<file path="src/rtl/mips_multicycle_ctrl.sv">
`default_nettype none
// ============================================================================
//  Module   : mips_multicycle_ctrl
//  Purpose  : Multicycle MIPS control FSM with mem_ready stretching, memory
//             timeout fault, illegal-opcode flag and retired-instruction count.
//  Revision : 1.0
// ============================================================================
module mips_multicycle_ctrl #(
    parameter int unsigned MEM_WAIT_MAX = 15,
    parameter int unsigned CNT_W        = 16
) (
    input  logic             clk,
    input  logic             initiate,
    input  logic [5:0]       opcode,
    input  logic             mem_ready,
    output logic             pc_write,
    output logic             pc_write_cond,
    output logic             iord,
    output logic             mem_read,
    output logic             mem_write,
    output logic             ir_write,
    output logic             mem_to_reg,
    output logic             reg_dst,
    output logic             reg_write,
    output logic             alu_src_a,
    output logic [1:0]       alu_src_b,
    output logic [1:0]       alu_op,
    output logic [1:0]       pc_source,
    output logic [3:0]       state,
    output logic             illegal_op,
    output logic             mem_timeout,
    output logic [CNT_W-1:0] instr_retired
);

    typedef enum logic [3:0] {
        S_FETCH  = 4'd0,  S_DECODE = 4'd1,  S_MEMADR = 4'd2,  S_MEMRD  = 4'd3,
        S_MEMWB  = 4'd4,  S_MEMWR  = 4'd5,  S_EXEC   = 4'd6,  S_ALUWB  = 4'd7,
        S_BRANCH = 4'd8,  S_ADDIEX = 4'd9,  S_ADDIWB = 4'd10, S_JUMP   = 4'd11,
        S_FAULT  = 4'd12
    } state_t;

    localparam logic [5:0] C_OP_R    = 6'b000000;
    localparam logic [5:0] C_OP_J    = 6'b000010;
    localparam logic [5:0] C_OP_BEQ  = 6'b000100;
    localparam logic [5:0] C_OP_ADDI = 6'b001000;
    localparam logic [5:0] C_OP_LW   = 6'b100011;
    localparam logic [5:0] C_OP_SW   = 6'b101011;
    localparam logic [7:0] C_WAIT_LIMIT = 8'(MEM_WAIT_MAX);

    state_t           state_q,   state_d;
    logic [7:0]       wait_q,    wait_d;
    logic [CNT_W-1:0] cnt_q,     cnt_d;
    logic             illegal_q, illegal_d;
    logic             timeout_q, timeout_d;
    logic             is_sw_q,   is_sw_d;
    logic             w_wait_hit;
    logic             w_stall_state;
    logic             w_retire;

    assign w_wait_hit    = (MEM_WAIT_MAX != 0) && (wait_q == C_WAIT_LIMIT);
    assign w_stall_state = (state_q == S_FETCH) || (state_q == S_MEMRD) || (state_q == S_MEMWR);

    always_comb begin
        state_d   = state_q;
        illegal_d = illegal_q;
        is_sw_d   = is_sw_q;
        w_retire  = 1'b0;
        case (state_q)
            S_FETCH: begin
                if (mem_ready)       state_d = S_DECODE;
                else if (w_wait_hit) state_d = S_FAULT;
            end
            S_DECODE: begin
                // lw/sw share MEMADR, so remember which one it was
                is_sw_d = (opcode == C_OP_SW);
                case (opcode)
                    C_OP_LW, C_OP_SW: state_d = S_MEMADR;
                    C_OP_R:           state_d = S_EXEC;
                    C_OP_BEQ:         state_d = S_BRANCH;
                    C_OP_ADDI:        state_d = S_ADDIEX;
                    C_OP_J:           state_d = S_JUMP;
                    default: begin
                        state_d   = S_FETCH;
                        illegal_d = 1'b1;
                    end
                endcase
            end
            S_MEMADR: state_d = is_sw_q ? S_MEMWR : S_MEMRD;
            S_MEMRD: begin
                if (mem_ready)       state_d = S_MEMWB;
                else if (w_wait_hit) state_d = S_FAULT;
            end
            S_MEMWR: begin
                if (mem_ready) begin
                    state_d  = S_FETCH;
                    w_retire = 1'b1;
                end else if (w_wait_hit) begin
                    state_d = S_FAULT;
                end
            end
            S_EXEC:   state_d = S_ALUWB;
            S_ADDIEX: state_d = S_ADDIWB;
            S_MEMWB, S_ALUWB, S_BRANCH, S_ADDIWB, S_JUMP: begin
                state_d  = S_FETCH;
                w_retire = 1'b1;
            end
            S_FAULT:  state_d = S_FAULT;
            default:  state_d = S_FAULT;
        endcase

        if (state_d != state_q)              wait_d = 8'd0;
        else if (w_stall_state && !mem_ready) wait_d = wait_q + 8'd1;
        else                                  wait_d = wait_q;

        cnt_d     = w_retire ? cnt_q + CNT_W'(1) : cnt_q;
        timeout_d = timeout_q | (state_d == S_FAULT);
    end

    always_ff @(posedge clk or negedge initiate) begin
        if (!initiate) begin
            state_q   <= S_FETCH;
            wait_q    <= 8'd0;
            cnt_q     <= '0;
            illegal_q <= 1'b0;
            timeout_q <= 1'b0;
            is_sw_q   <= 1'b0;
        end else begin
            state_q   <= state_d;
            wait_q    <= wait_d;
            cnt_q     <= cnt_d;
            illegal_q <= illegal_d;
            timeout_q <= timeout_d;
            is_sw_q   <= is_sw_d;
        end
    end

    always_comb begin
        pc_write      = 1'b0;
        pc_write_cond = 1'b0;
        iord          = 1'b0;
        mem_read      = 1'b0;
        mem_write     = 1'b0;
        ir_write      = 1'b0;
        mem_to_reg    = 1'b0;
        reg_dst       = 1'b0;
        reg_write     = 1'b0;
        alu_src_a     = 1'b0;
        alu_src_b     = 2'b00;
        alu_op        = 2'b00;
        pc_source     = 2'b00;
        case (state_q)
            S_FETCH: begin
                // reset holds FETCH, but must not load PC/IR while held
                mem_read  = 1'b1;
                alu_src_b = 2'b01;
                ir_write  = mem_ready & initiate;
                pc_write  = mem_ready & initiate;
            end
            S_DECODE: alu_src_b = 2'b11;
            S_MEMADR, S_ADDIEX: begin
                alu_src_a = 1'b1;
                alu_src_b = 2'b10;
            end
            S_MEMRD: begin
                mem_read = 1'b1;
                iord     = 1'b1;
            end
            S_MEMWB: begin
                reg_write  = 1'b1;
                mem_to_reg = 1'b1;
            end
            S_MEMWR: begin
                mem_write = 1'b1;
                iord      = 1'b1;
            end
            S_EXEC: begin
                alu_src_a = 1'b1;
                alu_op    = 2'b10;
            end
            S_ALUWB: begin
                reg_write = 1'b1;
                reg_dst   = 1'b1;
            end
            S_BRANCH: begin
                alu_src_a     = 1'b1;
                alu_op        = 2'b01;
                pc_write_cond = 1'b1;
                pc_source     = 2'b01;
            end
            S_ADDIWB: reg_write = 1'b1;
            S_JUMP: begin
                pc_write  = 1'b1;
                pc_source = 2'b10;
            end
            default: ;
        endcase
    end

    assign state         = state_q;
    assign illegal_op    = illegal_q;
    assign mem_timeout   = timeout_q;
    assign instr_retired = cnt_q;

endmodule
`default_nettype wire
</file>
<file path="config.mk">
export PLATFORM = sky130hd
export DESIGN_NAME = mips_multicycle_ctrl
export DESIGN_NICKNAME = d
export VERILOG_FILES = /design/src/rtl/mips_multicycle_ctrl.sv
export SDC_FILE = /design/constraint.sdc
export NUM_CORES = 1
export LEC_CHECK = 0
export BUFFER_PORTS_ARGS = -buffer_cell sky130_fd_sc_hd__clkbuf_2
export CELL_PAD_IN_SITES_DETAIL_PLACEMENT = 1
export CELL_PAD_IN_SITES_GLOBAL_PLACEMENT = 1
export CORE_UTILIZATION = 40
export CTS_CLUSTER_DIAMETER = 50
export DETAILED_ROUTE_END_ITERATION = 6
export GPL_ROUTABILITY_DRIVEN = 1
export PLACE_DENSITY_LB_ADDON = 0.05
export RECOVER_POWER = 100
export SYNTH_ARGS = -nofsm -noshare
export SYNTH_HDL_FRONTEND = slang
export SYNTH_SLANG_ARGS = --single-unit
</file>
<file path="constraint.sdc">
create_clock -name clk -period 2.21 [get_ports clk]
set_input_delay 0.3315 -clock clk [delete_from_list [all_inputs] [get_ports clk]]
set_output_delay 0.3315 -clock clk [all_outputs]
set_load 0.03 [all_outputs]
</file>
==> impl_metrics.yaml <==
status:
  status: "finished, violations left"
  violations: "max-capacitance violations, max-slew violations"
timing:
  slew_headroom_pct: -15.0
  rsz0062_at_grt: "yes"
  timing.fmax_ghz: 0.465
  setup_viol: 0
  fin_crit_ns: 2.15
  fin_skew_ns: 0.00317
  hold_slack_ns: 0.421
  maxSlewViolCount: 32
  setup_tns_ns: 0
  fin_ws_ns: 0.0616
  post-route-period-util_pct: 97.2
  hold_violations: 0
  worst_slew_pin_slew_ns: 1.73
synth:
  synth_area_um2: 1830
  avgSynthCellArea_um2: 9.62
  synth_cell_type_count: 46
  yosysSeqAreaShare_pct: 42.4
  ys_ff_latch: 31
  synthCells: 190
  syn_nets: 201
  ys_warn_count: 0
  synthFlopType: "dfrtp_1"
  async_flop_share_pct: 100
  synth-edff-count: 0
cells_and_area:
  layout_common_cells: "dfrtp_1, clkbuf_2, clkbuf_1"
  seqCellArea_um2: 778
  final_common_cell: "dfrtp_1"
  diodes: 0
  fillers: 503
  multiInputGateArea_um2: 1070
  drive_above_1_share_pct: 30.4
  area_delta_synth_final_pct: 31.3
  nets: 263
  finalNonFillerCells: 305
clock_tree:
  cts_max_path_buffers: 2
  cts_tree: "done"
  cts_made_buffers: 5
  cts-root-buf: "clkbuf_8"
  path_clk_slew_ns: 0.07
  clock_latency_ns: 0.28
  cts_sinks: 31
  htreeDepth: 2
detailed_routing:
  drt_pass1_iterations: 4
  vias: 1711
  first_iter_violations: 101
  viasPerCell: 5.61
  wl_mm: 5.35
  antenna_left: 0
  drc: 0
  wl_per_cell_um: 17.5
job:
  drv_cap: 1
power_and_ir_drop:
  p_per_area_nw_per_um2: 1180
  combPwrFrac_pct: 53.0
  sw_frac_of_total_pct: 46.1
  pwr-share-seq_pct: 27.4
  switching_power_mw: 1.31
  p_total_mw: 2.84
  power_leakage_nw: 1.09
  peakVddDrop_uv: 482
  clkPwrFrac_pct: 19.6
  p_int_mw: 1.53
floorplan:
  io_pins: 47
  die_w_um: 69.6
  die_area_um2: 4840
  num_rows: 24
  start_util_pct: 41.7
  die_y_um: 69.6
  core_area_um2: 4380
placed_design:
  dpl_worst_slack_ns: 0.0209
  dp_hpwl_mm: 3.99
  dpl.cell_count: 293
  portBuffers: 46
  gp_congestion: 0.923
worst_setup_path:
  cp-start-kind: "register"
  critPathMaxFanout: 9
  required_ns: 2.40
  worstSetupPathType: "register to register"
  worstSetupEndpointType: "register"
  crit_arrival_ns: 2.34
global_routing:
  grt_pass1_vias: 1731
  grt_pass1_wl_mm: 8.69
  overflow: 0
  grt_max_degree: 32
  antenna_found_initial: 0
  grt_use_total_pct: 22.7
worst_hold_path:
  hold_class: "input port to register"
-- registers in the layout (all words and copies together) (netlist names) --
signal and cells:
instr_retired 16, illegal_op 1, mem_timeout 1, wait_q 8, is_sw_q 1, state 4
-- power groups by stage --
| stage | clock, mW | sequential [mW] | combinational (mW) |
|---|---|---|---|
| after floorplan | 0 | 0.908 | 0.805 |
| after global placement | 0 | 0.774 | 1.34 |
| after detailed placement | 0 | 0.787 | 1.38 |
| after CTS | 0.570 | 0.776 | 1.39 |
| after global routing | 0.594 | 0.795 | 1.61 |
| final | 0.557 | 0.777 | 1.50 |
-- cell usage after synthesis, types with 2 or more instances --
cell	count	area, um^2
mux2i_1	2	20.0
and3_1	6	37.5
clkbuf_1	3	11.3
and4_1	2	17.5
nor4_1	9	56.3
o211ai_1	5	37.5
dfrtp_1	31	776
xor2_1	13	114
nand2_1	12	45.0
ha_1	2	25.0
inv_1	5	18.8
o21ai_0	7	35.0
a21o_1	2	15.0
nand2b_1	3	18.8
nand4_1	8	50.1
nor3_1	11	55.1
xnor2_1	11	96.3
buf_2	4	20.0
nor2b_1	3	18.8
a21oi_1	4	20.0
o22ai_1	2	12.5
nor2_1	12	45.0
buf_4	2	15.0
or2_2	2	12.5
nand3_1	8	40.0
-- routing by layer --
metal	vias to the layer above	routed length, um	global-route usage [%]
met5	-	0	0
met4	0	68	6.80
met3	7	188	4.51
met2	37	2660	38.1
met1	849	2440	29.5
li1	818	-	-
-- kinds of logic after synthesis --
kind of cell | count (synthesis) | synth area share, %
compound gates | 31 | 12.7
xor+xnor | 24 | 11.5
buf+inv | 15 | 4.18
simple gates | 84 | 26.1
mux | 3 | 1.71
flops | 31 | 42.4
fa+ha+maj | 2 | 1.37
-- what timing repair did --
| action | in CTS | in global routing |
|---|---|---|
| hold buffers | 0 | 0 |
| gates resized for setup | 0 | 17 |
| setup endpoints to repair | 0 | 12 |
| buffers inserted | 0 | 4 |
-- final timing paths --
| check | startpoint | end | slack [ns] | cells past startpoint |
|---|---|---|---|---|
| setup reg to reg | state[0]$_DFF_PN0_ | wait_q[7]$_DFFE_PN0P_ | 0.06 | 6 |
| max in group asynchronous | initiate | state[2]$_DFF_PN0_ | 0.42 | 2 |
| hold / removal | opcode[3] | is_sw_q$_DFFE_PN0P_ | 0.42 | 2 |
| hold reg to reg | illegal_op$_DFFE_PN0P_ | illegal_op$_DFFE_PN0P_ | 0.48 | 1 |
| setup / recovery | state[0]$_DFF_PN0_ | wait_q[7]$_DFFE_PN0P_ | 0.06 | 6 |
| min in group asynchronous | initiate | state[0]$_DFF_PN0_ | 0.66 | 2 |
-- critical path, stage by stage (launching register included) --
cell	delay, ns
dfrtp_2	0.48
or4b_4	0.53
nor3_4	0.19
a31oi_2	0.15
a32oi_2	0.24
o211ai_4	0.18
nor4_2	0.28
-- per-stage QoR --
step	cell area (um^2)	util [%]
2_1_floorplan	1840	-
3_3_place_gp	2200	50.1
3_5_place_dp	2200	50.1
4_1_cts	2310	52.7
5_1_grt	2400	54.8
6_report	2400	54.8
-- layout make-up --
| class | count | area share, % |
|---|---|---|
| clock buffers | 5 | 2.87 |
| well taps | 52 | 2.71 |
| flip-flops and latches | 31 | 32.4 |
| inverters | 5 | 0.782 |
| repair buffers | 65 | 14.7 |
| multi-input cells | 144 | 44.7 |
| clock inverters | 3 | 1.82 |
No activity file was read; power rests on OpenSTA's default activity.
